$ cat config.mk
export PLATFORM = sky130hd
export DESIGN_NAME = fir_capture_buffer_flat
export DESIGN_NICKNAME = d
export VERILOG_FILES = /design/src/rtl/fir_pkg.sv /design/src/rtl/fir_capture_buffer_if.sv /design/src/rtl/fir_cap_ram.sv /design/src/rtl/fir_capture_buffer.sv /design/src/flat_wrapper.sv
export SDC_FILE = /design/constraint.sdc
export NUM_CORES = 1
export LEC_CHECK = 0
export BUFFER_PORTS_ARGS = -buffer_cell sky130_fd_sc_hd__buf_4
export CORE_UTILIZATION = 38
export CTS_BUF_LIST = sky130_fd_sc_hd__clkbuf_8
export DETAILED_ROUTE_END_ITERATION = 7
export PLACE_DENSITY = 0.6
export SYNTH_ARGS = -nofsm -noshare
export SYNTH_HDL_FRONTEND = slang
export SYNTH_SLANG_ARGS = --single-unit
$ cat constraint.sdc
create_clock -name clk -period 3.2 [get_ports clk]
set_input_delay 0.48 -clock clk [delete_from_list [all_inputs] [get_ports clk]]
set_output_delay 0.48 -clock clk [all_outputs]
set_load 0.005 [all_outputs]
$ cat src/rtl/fir_pkg.sv
// Shared constants and capture-state encoding for the FIR filter and its
// capture buffer.
package fir_pkg;

  localparam int FIR_DATA_W = 10;
  localparam int FIR_IN_W   = 8;

  typedef enum logic [1:0] {
    CAP_IDLE    = 2'd0,
    CAP_ARMED   = 2'd1,
    CAP_CAPTURE = 2'd2,
    CAP_READOUT = 2'd3
  } cap_state_t;

endpackage

$ cat src/rtl/fir_capture_buffer_if.sv
// Sample-in stream and valid/ready readout port of the capture buffer.
// The slave modport is the capture buffer; master is the driving side.
interface fir_capture_buffer_if
  import fir_pkg::*;
#(
  parameter int DATA_W = FIR_DATA_W
);
  logic [DATA_W-1:0] din;
  logic              din_valid;
  logic [DATA_W-1:0] rd_data;
  logic              rd_valid;
  logic              rd_ready;
  logic              rd_last;

  modport master (
    output din, din_valid, rd_ready,
    input  rd_data, rd_valid, rd_last
  );

  modport slave (
    input  din, din_valid, rd_ready,
    output rd_data, rd_valid, rd_last
  );
endinterface

$ cat src/rtl/fir_cap_ram.sv
// Simple dual-port sample store: one write port, one registered read port.
// Kept separate so the array maps cleanly onto block RAM.
module fir_cap_ram
  import fir_pkg::*;
#(
  parameter int DATA_W = FIR_DATA_W,
  parameter int DEPTH  = 16,
  parameter int ADDR_W = 4
) (
  input  logic              clk,
  input  logic              wr_en,
  input  logic [ADDR_W-1:0] wr_addr,
  input  logic [DATA_W-1:0] wr_data,
  input  logic [ADDR_W-1:0] rd_addr,
  output logic [DATA_W-1:0] rd_data
);

  logic [DATA_W-1:0] mem [DEPTH];

  // write port
  always_ff @(posedge clk) begin
    if (wr_en) mem[wr_addr] <= wr_data;
  end

  // registered read port
  always_ff @(posedge clk) begin
    rd_data <= mem[rd_addr];
  end

endmodule

$ cat src/rtl/fir_capture_buffer.sv
// Triggered capture of the FIR output stream followed by valid/ready replay.
// Optional macro FIR_CAP_PEAK_EN adds peak_max/peak_min tracking of the
// captured block.
module fir_capture_buffer
  import fir_pkg::*;
#(
  parameter int DATA_W = FIR_DATA_W,
  parameter int DEPTH  = 16,
  parameter int ADDR_W = 4
) (
  input  logic              clk,
  input  logic              rst,
  fir_capture_buffer_if.slave bus,
  input  logic              arm,
  input  logic              abort,
  input  logic [DATA_W-1:0] trig_level,
  output logic              busy,
  output logic              cap_done
`ifdef FIR_CAP_PEAK_EN
  ,
  output logic [DATA_W-1:0] peak_max,
  output logic [DATA_W-1:0] peak_min
`endif
);

  localparam logic [ADDR_W-1:0] LAST_ADDR = ADDR_W'(DEPTH - 1);

  cap_state_t        state_reg, state_next;
  logic [ADDR_W-1:0] wr_ptr_reg, wr_ptr_next;
  logic [ADDR_W-1:0] rd_ptr_reg, rd_ptr_next;
  logic              rd_valid_reg, rd_valid_next;
  logic              cap_done_reg, cap_done_next;
  logic              wr_en;
  logic [DATA_W-1:0] ram_q;

  // The RAM is addressed with the next read pointer, so its registered
  // output always holds buf[rd_ptr_reg]; a stall re-reads the same word
  // and READOUT entry needs no bubble because address 0 is long written.
  fir_cap_ram #(
    .DATA_W (DATA_W),
    .DEPTH  (DEPTH),
    .ADDR_W (ADDR_W)
  ) u_ram (
    .clk     (clk),
    .wr_en   (wr_en),
    .wr_addr (wr_ptr_reg),
    .wr_data (bus.din),
    .rd_addr (rd_ptr_next),
    .rd_data (ram_q)
  );

  // next-state, pointer and strobe logic; abort overrides every transition
  always_comb begin
    state_next    = state_reg;
    wr_ptr_next   = wr_ptr_reg;
    rd_ptr_next   = rd_ptr_reg;
    rd_valid_next = rd_valid_reg;
    cap_done_next = 1'b0;
    wr_en         = 1'b0;
    if (abort) begin
      state_next    = CAP_IDLE;
      wr_ptr_next   = '0;
      rd_ptr_next   = '0;
      rd_valid_next = 1'b0;
    end else begin
      case (state_reg)
        CAP_IDLE: begin
          if (arm) state_next = CAP_ARMED;
        end
        CAP_ARMED: begin
          // the trigger sample itself lands at address 0
          if (bus.din_valid && (bus.din >= trig_level)) begin
            wr_en       = 1'b1;
            wr_ptr_next = wr_ptr_reg + 1'b1;
            state_next  = CAP_CAPTURE;
          end
        end
        CAP_CAPTURE: begin
          if (bus.din_valid) begin
            wr_en       = 1'b1;
            wr_ptr_next = wr_ptr_reg + 1'b1;
            if (wr_ptr_reg == LAST_ADDR) begin
              state_next    = CAP_READOUT;
              cap_done_next = 1'b1;
              rd_valid_next = 1'b1;
            end
          end
        end
        CAP_READOUT: begin
          if (rd_valid_reg && bus.rd_ready) begin
            rd_ptr_next = rd_ptr_reg + 1'b1;
            if (rd_ptr_reg == LAST_ADDR) begin
              state_next    = CAP_IDLE;
              rd_valid_next = 1'b0;
            end
          end
        end
        default: state_next = CAP_IDLE;
      endcase
    end
  end

  // state and pointer registers
  always_ff @(posedge clk) begin
    if (rst) begin
      state_reg    <= CAP_IDLE;
      wr_ptr_reg   <= '0;
      rd_ptr_reg   <= '0;
      rd_valid_reg <= 1'b0;
      cap_done_reg <= 1'b0;
    end else begin
      state_reg    <= state_next;
      wr_ptr_reg   <= wr_ptr_next;
      rd_ptr_reg   <= rd_ptr_next;
      rd_valid_reg <= rd_valid_next;
      cap_done_reg <= cap_done_next;
    end
  end

`ifdef FIR_CAP_PEAK_EN
  logic [DATA_W-1:0] peak_max_reg, peak_min_reg;

  // seed the peaks with the trigger sample, then track every stored sample
  always_ff @(posedge clk) begin
    if (rst) begin
      peak_max_reg <= '0;
      peak_min_reg <= '0;
    end else if (wr_en && (state_reg == CAP_ARMED)) begin
      peak_max_reg <= bus.din;
      peak_min_reg <= bus.din;
    end else if (wr_en) begin
      if (bus.din > peak_max_reg) peak_max_reg <= bus.din;
      if (bus.din < peak_min_reg) peak_min_reg <= bus.din;
    end
  end

  assign peak_max = peak_max_reg;
  assign peak_min = peak_min_reg;
`endif

  // the RAM output is undefined before the first read, so mask it when idle
  assign bus.rd_data  = rd_valid_reg ? ram_q : '0;
  assign bus.rd_valid = rd_valid_reg;
  assign bus.rd_last  = rd_valid_reg && (rd_ptr_reg == LAST_ADDR);
  assign busy         = (state_reg != CAP_IDLE);
  assign cap_done     = cap_done_reg;

endmodule

$ cat src/flat_wrapper.sv
// flat-port wrapper written by rule: the top's interface ports become plain ports
module fir_capture_buffer_flat import fir_pkg::*;
#(
  parameter int DATA_W = FIR_DATA_W,
  parameter int DEPTH  = 16,
  parameter int ADDR_W = 4
)
  (clk, rst, arm, abort, trig_level, busy, cap_done, bus_din, bus_din_valid, bus_rd_ready, bus_rd_data, bus_rd_valid, bus_rd_last);
  fir_capture_buffer_if #(.DATA_W(DATA_W)) bus_i ();
  input  logic clk;
  input  logic rst;
  input  logic arm;
  input  logic abort;
  input  logic [DATA_W-1:0] trig_level;
  output logic busy;
  output logic cap_done;
  input wire logic [$bits(bus_i.din)-1:0] bus_din;
  input wire logic [$bits(bus_i.din_valid)-1:0] bus_din_valid;
  input wire logic [$bits(bus_i.rd_ready)-1:0] bus_rd_ready;
  output wire logic [$bits(bus_i.rd_data)-1:0] bus_rd_data;
  output wire logic [$bits(bus_i.rd_valid)-1:0] bus_rd_valid;
  output wire logic [$bits(bus_i.rd_last)-1:0] bus_rd_last;
  assign bus_i.din = bus_din;
  assign bus_i.din_valid = bus_din_valid;
  assign bus_i.rd_ready = bus_rd_ready;
  assign bus_rd_data = bus_i.rd_data;
  assign bus_rd_valid = bus_i.rd_valid;
  assign bus_rd_last = bus_i.rd_last;
  fir_capture_buffer #(.DATA_W(DATA_W), .DEPTH(DEPTH), .ADDR_W(ADDR_W)) u_core (.clk(clk), .rst(rst), .bus(bus_i), .arm(arm), .abort(abort), .trig_level(trig_level), .busy(busy), .cap_done(cap_done));
endmodule
==> impl_metrics.py, run 1 <==
metrics = {
    "sta": {
        "final.period_utilization": 0.853,
        "fmax_mhz": 366,
        "final_max_slew_viol_count": 0,
        "hold_slack_ps": 206,
        "hold_viol_final": 0,
        "rsz0062_at_grt": "no",
        "fin_setup_tns_ps": 0,
        "fin_crit_ps": 2730,
        "finalClockSkew_ps": 10.1,
        "setup_viol": 0,
        "tightest_slew_ps": 678,
        "slew_headroom": 0.548,
    },
    "power": {
        "sequentialPowerShare": 0.617,
        "p_sw_frac": 0.202,
        "comb_power_share": 0.032,
        "p_clk_frac": 0.351,
        "powerDensity_nw_per_um2": 477,
        "total_power_mw": 4.18,
        "p_int_mw": 3.33,
        "ir_drop_mv": 0.238,
        "p_leak_nw": 2.96,
        "switchingPower_mw": 0.845,
    },
    "route": {
        "wl_per_cell_um": 19.8,
        "drt-total-wl_um": 17900,
        "routed.top_layer": "met5",
        "drtIter0Drc": 442,
        "met3WireLength_um": 1020,
        "dr_wl_met2_um": 8490,
        "drcViolationCount": 0,
        "ant_nets": 0,
        "drt-pass1-iter-count": 5,
        "vias": 4803,
        "wl_met1_um": 7850,
        "avgViaCountPerCell": 5.32,
    },
    "clock_network": {
        "cts_setup_buffers": 0,
        "cts_root_buf": "clkbuf_8",
        "path_clk_slew_ps": 90,
        "clock-sinks": 182,
        "cts_resized": 0,
        "numCtsBuffers": 17,
        "cts_hold_buf": 0,
        "clock_path_buffers": 2,
        "cts_htree_levels": 4,
        "cts_tree": "yes",
        "clock_latency_ps": 460,
    },
    "job": {
        "max_cap_viol_count": 0,
    },
    "synthesis": {
        "syn_avg_cell_area_um2": 13.4,
        "async_flop_share": 0,
        "synth_flop_cell": "edfxtp_1",
        "yosys_register_bits": 182,
        "synth_edf_count": 160,
        "syn-num-nets": 616,
        "postSynthCellCount": 570,
        "synth-seq-area-share": 0.686,
        "syn-cell-area_um2": 7650,
        "synth.distinct_cells": 39,
        "yosys_warnings": 0,
    },
    "run_status": {
        "status": "finished, final reports clean",
    },
    "grt": {
        "grt_max_degree": 52,
        "antenna_found_initial": 1,
        "grt_pass1_wl_um": 27100,
        "grt_pass1_vias": 4726,
        "grt_use_total": 0.183,
        "gr-total-overflow": 0,
    },
    "floorplanning": {
        "design.core.area_um2": 19600,
        "row_count": 51,
        "die_w_um": 144,
        "start_util": 0.391,
        "dieHeight_um": 144,
        "dieArea_um2": 20700,
        "boundaryPins": 40,
    },
    "finish": {
        "layout_commonest_cell": "edfxtp_1",
        "reg_top3": "u_core.u_ram.mem: 160 flops, u_core.u_ram.rd_data: 10 flops",
        "fin_util": 0.447,
        "antenna_cells_inserted": 0,
        "final_cell_mix": "160 x edfxtp_1, 115 x nand2_1, 65 x buf_4",
        "fin_nets": 670,
        "largest_reg_flops": 160,
        "max_flop_register": "u_core.u_ram.mem",
        "drive_gt1_frac": 0.166,
        "n_fill_cell": 1774,
        "syn_to_final_growth_pct": 14.4,
    },
    "min_path": {
        "min_from": "rst",
        "hold_path_end": "u_core.rd_ptr_reg[1]",
        "hold_path_depth": 2,
        "min_path_type": "input port to flop",
    },
    "critical_path": {
        "cp.arrival_ps": 3090,
        "reg2reg_slack_ps": 470,
        "crit_path_start_kind": "flop",
        "cp_slowest_cell": "and3_1",
        "r2r_cells": 7,
        "crit_fanout": 10,
        "crit_type": "flop to flop",
        "critPathCaptureType": "flop",
        "max_stage_delay_ps": 640,
        "cp.required_ps": 3550,
        "timing.rr.end": "u_core.u_ram.rd_data[1]",
        "cp_cell_sequence": "ha_1 -> nand3_1 -> nor4_1 -> o21bai_1 -> and3_1 -> a32oi_1 -> and4_1",
        "r2r_start": "u_core.state_reg[0]",
    },
    "place": {
        "place.gp.congestion": 0.794,
        "dpl.hpwl_um": 11900,
        "portBuffers": 39,
    },
}
## synth_stat cells, types with 2 or more instances
master | number | area (um2)
nand4_1 | 15 | 93.8
a32oi_1 | 20 | 175
and2_1 | 10 | 62.6
a41oi_1 | 10 | 87.6
inv_1 | 18 | 67.6
a32o_1 | 10 | 100
mux2_4 | 2 | 30.0
a21o_1 | 2 | 15.0
edfxtp_1 | 160 | 4800
a21oi_1 | 10 | 50.1
nor3_1 | 13 | 65.1
nor4_1 | 5 | 31.3
o21ai_0 | 4 | 20.0
and4_1 | 11 | 96.3
xnor2_1 | 3 | 26.3
buf_1 | 3 | 11.3
ha_1 | 20 | 250
nand2_1 | 115 | 432
nand2b_1 | 3 | 18.8
mux2_2 | 2 | 22.5
buf_2 | 10 | 50.1
nand3_1 | 7 | 35.0
and3_1 | 6 | 37.5
dfxtp_1 | 22 | 440
buf_6 | 2 | 22.5
clkbuf_1 | 14 | 52.6
mux2i_1 | 34 | 340
nor2b_1 | 5 | 31.3
a211oi_1 | 3 | 22.5
nor2_1 | 22 | 82.6
## per-stage QoR
stage	worst slack [ps]	cell area, um2	cells
6_report	469	8750	902
2_1_floorplan	341	7650	570
4_1_cts	444	8750	902
5_1_grt	319	8750	902
3_3_place_gp	459	8370	870
3_5_place_dp	421	8370	870
## cells by family after synthesis
group	share of synthesized area
buffers and inverters	0.0273
flip-flops	0.686
multiplexers	0.0513
AND/OR/NAND/NOR	0.134
adder cells (fa/ha/maj)	0.0327
AO/OA/AOI/OAI	0.0656
XOR/XNOR	0.00343
## area by class of cell
cell class              instances  area [um2]  share of cell area
well taps                     265         332              0.0379
inverters                      18        67.6             0.00772
repair buffers                 65         488              0.0557
flip-flops and latches        182        5250               0.599
clock inverters                10        81.3             0.00929
multi-input cells             340        2240               0.256
clock buffers                  22         303              0.0346
## power groups by stage
stage	Sequential, mW	Clock (mW)	Combinational (mW)
5_1_grt	2.58	1.60	0.149
2_1_floorplan	2.63	0	0.0511
6_report	2.58	1.47	0.133
3_5_place_dp	2.63	0	0.135
3_3_place_gp	2.63	0	0.126
4_1_cts	2.58	1.50	0.135
## worst max-delay path: cells and delay by family, from the launching register on
family | cells | cell delay [ps]
adders and majority gates | 1 | 270
and+or+nand+nor | 4 | 1350
AOI/OAI and AO/OA | 2 | 610
DFF | 1 | 400
## per-layer routing
metal	vias to the layer above	track usage
li1	2242	-
met1	2373	0.235
met2	150	0.299
met3	36	0.0403
met4	2	0.0778
met5	-	0
## worst max-delay path by stage
stage | start | endpoint | slack [ps]
5_1_grt | u_core.state_reg[0] | u_core.u_ram.rd_data[7] | 320
3_5_place_dp | bus_din[3] | u_core.u_ram.mem[6][2] | 420
3_3_place_gp | bus_din[5] | u_core.u_ram.mem[6][2] | 460
4_1_cts | u_core.state_reg[1] | u_core.u_ram.rd_data[1] | 440
6_report | u_core.state_reg[0] | u_core.u_ram.rd_data[1] | 470
2_1_floorplan | trig_level[3] | u_core.u_ram.mem[4][0] | 340
No activity file was read; power rests on OpenSTA's default activity.
==> run 2: changes to the inputs <==
--- a/config.mk
+++ b/config.mk
@@ -5,9 +5,11 @@
 export SDC_FILE = /design/constraint.sdc
 export NUM_CORES = 1
 export LEC_CHECK = 0
+export ABC_AREA = 1
 export BUFFER_PORTS_ARGS = -buffer_cell sky130_fd_sc_hd__buf_4
 export CORE_UTILIZATION = 38
 export CTS_BUF_LIST = sky130_fd_sc_hd__clkbuf_8
+export CTS_CLUSTER_DIAMETER = 150
 export DETAILED_ROUTE_END_ITERATION = 7
 export PLACE_DENSITY = 0.6
 export SYNTH_ARGS = -nofsm -noshare
==> constraint.sdc (replaced) <==
create_clock -name clk -period 2.7 [get_ports clk]
set_input_delay 0.405 -clock clk [delete_from_list [all_inputs] [get_ports clk]]
set_output_delay 0.405 -clock clk [all_outputs]
set_load 0.005 [all_outputs]
==> run 2 against run 1 <==
  * Largest cell class unchanged
  * Global-route usage grew 1.5 points
  * Clock skew about the same
  * Combinational power increased by 36%
  * Critical path type unchanged
  * Clock-buffer cell count is 4 lower
==> impl_metrics.py, run 2 <==
metrics = {
    "clock_network": {
        "cts_setup_buffers": 0,
        "cts_tree": "yes",
        "clock_latency_ps": 470,
        "numCtsBuffers": 17,
        "cts_resized": 0,
        "cts_root_buf": "clkbuf_8",
        "cts_htree_levels": 4,
        "clock_path_buffers": 2,
        "clock-sinks": 182,
        "cts_hold_buf": 0,
        "path_clk_slew_ps": 90,
    },
    "synthesis": {
        "yosysTopAreaCell": "edfxtp_1",
        "synth_xor_area_frac": 0.00214,
        "syn-cell-area_um2": 8190,
        "yosys_warnings": 0,
        "synth_top_cells_by_area": "edfxtp_1 59%, nand2_1 8.6%, inv_1 6.6%, nand3_1 5.7%, dfxtp_1 5.4%",
        "synth-seq-area-share": 0.641,
        "synth_flop_cell": "edfxtp_1",
        "synth_common_cells": "188 x nand2_1, 160 x edfxtp_1, 144 x inv_1",
        "async_flop_share": 0,
        "syn-num-nets": 852,
        "synth-compound-area-share": 0.0556,
        "synth.distinct_cells": 28,
        "postSynthCellCount": 806,
        "synth_edf_count": 160,
        "synth_top_family_by_area": "simple AND/OR/NAND/NOR gates",
        "synthMuxAreaShare": 0,
        "synth_top_area_share": 0.587,
        "syn_avg_cell_area_um2": 10.2,
        "synth_simple_gate_area_share": 0.180,
        "synth_fa_ha_area_frac": 0.0306,
        "yosys_register_bits": 182,
        "yosysMostFrequentCell": "nand2_1",
    },
    "route": {
        "drt-pass1-iter-count": 5,
        "avgViaCountPerCell": 4.85,
        "drt-total-wl_um": 20600,
        "ant_nets": 0,
        "wl_per_cell_um": 17.8,
        "drtIter0Drc": 440,
        "vias": 5603,
        "drcViolationCount": 0,
    },
    "sta": {
        "slew_headroom": 0.547,
        "final_max_slew_viol_count": 0,
        "fin_setup_tns_ps": 0,
        "finalClockSkew_ps": 10.0,
        "fin_crit_ps": 2320,
        "hold_slack_ps": 126,
        "rsz0062_at_grt": "no",
        "tightest_slew_ps": 679,
        "final.period_utilization": 0.858,
        "hold_viol_final": 0,
        "fmax_mhz": 432,
        "setup_viol": 0,
    },
    "critical_path": {
        "critPathCaptureType": "flop",
        "max_stage_delay_ps": 400,
        "cp_slowest_cell": "dfxtp_1",
        "crit_type": "flop to flop",
        "cp.required_ps": 3110,
        "cp.arrival_ps": 2730,
        "crit_path_start_kind": "flop",
        "crit_fanout": 19,
        "cp_cell_sequence": "ha_1 -> nand3_2 -> nand2_2 -> nand3_4 -> buf_4 -> o21ai_0 -> nand2_1 -> nand3_1 -> nand3_1 -> nand2_1",
    },
    "place": {
        "dp_cells": 1124,
        "portBuffers": 39,
        "dpl.hpwl_um": 14000,
        "place.gp.congestion": 0.872,
        "dpl_cell_area_um2": 9000,
    },
    "finish": {
        "final_cell_mix": "188 x nand2_1, 160 x edfxtp_1, 144 x inv_1",
        "syn_to_final_growth_pct": 15.0,
        "layout.cells.non_filler": 1156,
        "reg_top3": "u_core.u_ram.mem: 160 flops, u_core.u_ram.rd_data: 10 flops",
        "antenna_cells_inserted": 0,
        "fin_util": 0.446,
        "largest_reg_flops": 160,
        "fin_nets": 914,
        "drive_gt1_frac": 0.137,
        "max_flop_register": "u_core.u_ram.mem",
        "layout_commonest_cell": "nand2_1",
        "fin_area_um2": 9410,
    },
    "grt": {
        "grt_pass1_wl_um": 31200,
        "grt_pass1_vias": 5410,
        "gr-total-overflow": 0,
        "grt_max_degree": 49,
        "antenna_found_initial": 0,
        "grt_use_total": 0.198,
    },
    "run_status": {
        "status": "finished, final reports clean",
    },
    "floorplanning": {
        "row_count": 53,
        "design.core.area_um2": 21100,
        "dieArea_um2": 22100,
        "boundaryPins": 40,
        "dieHeight_um": 149,
        "start_util": 0.388,
        "die_w_um": 149,
    },
    "power": {
        "powerDensity_nw_per_um2": 550,
        "ir_drop_mv": 0.280,
        "p_leak_nw": 3.99,
    },
    "job": {
        "max_cap_viol_count": 0,
    },
    "min_path": {
        "min_path_type": "input port to flop",
    },
}
## run 2: worst max-delay path: cells and delay by family (launching register included)
kind                     cells  cell delay (ps)
AND/OR/NAND/NOR              7             1040
flip-flops                   1              400
buffers and inverters        1              300
AO/OA/AOI/OAI                1              280
adder cells (fa/ha/maj)      1              240
## run 2: path summary, 6_finish.rpt
| path | from | to | slack (ps) | cells past startpoint |
|---|---|---|---|---|
| worst max register to register | u_core.state_reg[0] | u_core.u_ram.rd_data[4] | 380 | 10 |
| worst min register to register | u_core.bus.rd_valid | u_core.bus.rd_valid | 510 | 2 |
| worst min-delay path | rst | u_core.rd_ptr_reg[2] | 130 | 2 |
| worst max-delay path | u_core.state_reg[0] | u_core.u_ram.rd_data[4] | 380 | 10 |
## run 2: final cells by class
class / instances / area (um2)
clock buffer: 18 / 248
timing repair buffer: 80 / 638
tap: 275 / 344
clock inverter: 14 / 168
multi-input combinational: 441 / 2220
sequential: 182 / 5250
fill: 2006 / 11700
inverter: 146 / 548
## run 2: cell families (layout without fill, tap and decap cells)
family | after synthesis | count (layout)
xor+xnor | 2 | 2
buf+inv | 183 | 258
compound gates | 78 | 78
flops | 182 | 182
simple gates | 341 | 341
fa+ha+maj | 20 | 20
## run 2: power breakdown
part	total, mW	switching (mW)	internal (mW)
sequential	3.06	0.00265	3.05
combinational	0.181	0.120	0.0607
clock	1.94	0.989	0.949
total	5.17	1.11	4.06
## run 2: routing by layer
layer	vias up	track usage	wire length (um)
met2	168	0.329	10000
met5	-	0	0
met1	2593	0.256	8850
li1	2804	-	-
met3	38	0.0422	1250
met4	0	0.0694	444
## run 2: metrics by stage
step                worst slack (ps)  power (mW)
detailed placement               247        3.31
finish                           383        5.17
global route                     146        5.32
floorplan                        238        3.18
CTS                              393        5.20
global placement                 285        3.31
==> run 3: changes to the inputs <==
--- a/config.mk
+++ b/config.mk
@@ -12,6 +12,7 @@
 export CTS_CLUSTER_DIAMETER = 150
 export DETAILED_ROUTE_END_ITERATION = 7
 export PLACE_DENSITY = 0.6
+export SETUP_SLACK_MARGIN = 0.4
 export SYNTH_ARGS = -nofsm -noshare
 export SYNTH_HDL_FRONTEND = slang
 export SYNTH_SLANG_ARGS = --single-unit
==> constraint.sdc (replaced) <==
create_clock -name clk -period 2.2 [get_ports clk]
set_input_delay 0.33 -clock clk [delete_from_list [all_inputs] [get_ports clk]]
set_output_delay 0.33 -clock clk [all_outputs]
set_load 0.005 [all_outputs]
==> run 3 against run 2 <==
  * Die area did not move
  * Sequential share of layout area fell by 6.2 points
  * Sequential cell count did not move
  * Critical path depth rose by 3
  * Hold slack got worse by 69 ps
  * Final area rose by 13%
  * Largest power group unchanged
  * Highest routed layer unchanged
==> impl_metrics.py, run 3 (same netlist as run 2, synthesis figures left out) <==
metrics = {
    "clock_network": {
        "clock_latency_ps": 470,
        "numCtsBuffers": 17,
        "cts_tree": "yes",
        "cts_htree_levels": 4,
        "cts_root_buf": "clkbuf_8",
        "cts_hold_buf": 0,
        "clock-sinks": 182,
        "clock_path_buffers": 2,
        "path_clk_slew_ps": 90,
    },
    "route": {
        "drt-pass1-iter-count": 5,
        "drt-total-wl_um": 23200,
        "drcViolationCount": 0,
        "wl_per_cell_um": 19.5,
        "avgViaCountPerCell": 5.05,
        "drtIter0Drc": 585,
        "ant_nets": 0,
        "vias": 6002,
    },
    "power": {
        "total_power_mw": 6.23,
        "sequentialPowerShare": 0.602,
        "ir_drop_mv": 0.353,
        "switchingPower_mw": 1.34,
        "p_clk_frac": 0.354,
        "p_leak_nw": 4.40,
        "p_sw_frac": 0.215,
        "p_int_mw": 4.89,
        "comb_power_share": 0.045,
        "powerDensity_nw_per_um2": 588,
    },
    "floorplanning": {
        "die_w_um": 149,
        "boundaryPins": 40,
        "design.core.area_um2": 21100,
        "dieHeight_um": 149,
        "dieArea_um2": 22100,
        "row_count": 53,
        "start_util": 0.388,
    },
    "place": {
        "portBuffers": 39,
        "dpl.hpwl_um": 14500,
        "pre_cts_slack_ps": -186,
        "dpl_cell_area_um2": 9230,
        "place.gp.congestion": 0.822,
    },
    "sta": {
        "fmax_mhz": 533,
        "slew_headroom": 0.625,
        "final_max_slew_viol_count": 0,
        "setup_viol": 0,
        "rsz0062_at_grt": "yes",
        "final.period_utilization": 0.853,
        "hold_viol_final": 0,
        "fin_crit_ps": 1880,
        "tightest_slew_ps": 561,
        "finalClockSkew_ps": 14.9,
        "fin_ws_ps": 323,
    },
    "critical_path": {
        "timing.rr.end": "u_core.u_ram.rd_data[1]",
        "max_stage_delay_ps": 380,
        "crit_family": "simple AND/OR/NAND/NOR gates",
        "r2r_start": "u_core.state_reg[0]",
        "crit_path_start_kind": "flop",
        "cp.arrival_ps": 2240,
        "cp.required_ps": 2560,
        "reg2reg_slack_ps": 320,
        "cp_cell_sequence": "ha_4 -> inv_4 -> nor2_4 -> nand2_2 -> nand3_4 -> buf_4 -> buf_12 -> buf_6 -> nand2_1 -> nand3_1 -> nand3_2 -> nand3_2 -> nand2_1",
        "critPathCaptureType": "flop",
        "crit_buf_inv": 4,
        "crit_type": "flop to flop",
        "crit_fanout": 8,
        "cp_slowest_cell": "dfxtp_4",
        "r2r_cells": 13,
    },
    "finish": {
        "n_fill_cell": 1873,
        "reg_top3": "u_core.u_ram.mem: 160 flops, u_core.u_ram.rd_data: 10 flops",
        "drive_gt1_frac": 0.262,
        "largest_reg_flops": 160,
        "syn_to_final_growth_pct": 29.6,
        "layout_commonest_cell": "nand2_1",
        "max_flop_register": "u_core.u_ram.mem",
        "fin_nets": 946,
        "fin_area_um2": 10600,
        "antenna_cells_inserted": 0,
        "final_cell_mix": "183 x nand2_1, 160 x edfxtp_1, 136 x inv_1",
    },
    "min_path": {
        "min_path_type": "input port to flop",
        "hold_path_end": "u_core.rd_ptr_reg[0]",
        "min_from": "rst",
        "hold_path_depth": 2,
    },
    "grt": {
        "antenna_found_initial": 1,
        "gr-total-overflow": 0,
        "grt_use_total": 0.222,
        "grt_pass1_wl_um": 35000,
        "grt_max_degree": 36,
        "grt_pass1_vias": 5874,
    },
    "job": {
        "max_cap_viol_count": 0,
    },
    "run_status": {
        "status": "finished, final reports clean",
    },
}
-- run 3: layout make-up --
type / count / area, um2 / share of cell area
clock buffers: 19 / 262 / 0.0246
inverters: 146 / 577 / 0.0544
clock inverters: 13 / 116 / 0.0110
well taps: 275 / 344 / 0.0324
flip-flops and latches: 182 / 5260 / 0.495
repair buffers: 111 / 1350 / 0.127
multi-input cells: 442 / 2710 / 0.255
-- run 3: power by group through the flow --
stage	combinational (mW)	sequential [mW]	clock (mW)
floorplan	0.0924	3.83	0
global placement	0.268	3.83	0
detailed placement	0.268	3.83	0
CTS	0.282	3.75	2.23
global route	0.305	3.75	2.36
finish	0.279	3.75	2.20
-- run 3: worst max-delay path by stage --
stage,startpoint,endpoint,slack [ps],cells after the start
global route,u_core.state_reg[0],u_core.u_ram.rd_data[4],220,13
global placement,bus_din[6],u_core.u_ram.mem[12][9],-160,11
CTS,u_core.state_reg[0],u_core.u_ram.rd_data[8],350,11
finish,u_core.state_reg[0],u_core.u_ram.rd_data[1],320,13
detailed placement,bus_din[6],u_core.u_ram.mem[12][4],-190,11
floorplan,bus_din[0],u_core.u_ram.mem[12][0],110,13
-- run 3: repair_timing --
item / in CTS / in global routing
gates cloned: 8 / 3
gates resized for setup: 69 / 40
pin swaps: 21 / 24
setup endpoints to repair: 170 / 173
endpoints found under the hold margin: 0 / 0
setup buffers: 25 / 2
-- run 3: through the flow --
step | std cells | setup TNS, ps | util | hold WS [ps]
after floorplan | 806 | 0 | - | 402
after global placement | 1118 | -22020 | 0.438 | 498
after detailed placement | 1118 | -24070 | 0.438 | 503
after CTS | 1183 | 0 | 0.493 | 38.2
after global routing | 1188 | 0 | 0.503 | 29.1
final | 1188 | 0 | 0.503 | 56.2
-- run 3: metal layers --
layer	wire, um	part of all wire	track usage	up-vias
met5	0	0	0	-
met4	619	0.027	0.0867	0
met3	1480	0.064	0.0398	42
met2	11500	0.49	0.364	265
met1	9660	0.42	0.292	2827
li1	-	-	-	2868
-- run 3: worst register-to-register path: stages, from the launching register on --
cell	delay [ps]
dfxtp_4	380
ha_4	180
inv_4	50
nor2_4	140
nand2_2	100
nand3_4	80
buf_4	120
buf_12	130
buf_6	130
nand2_1	50
nand3_1	110
nand3_2	120
nand3_2	130
nand2_1	70
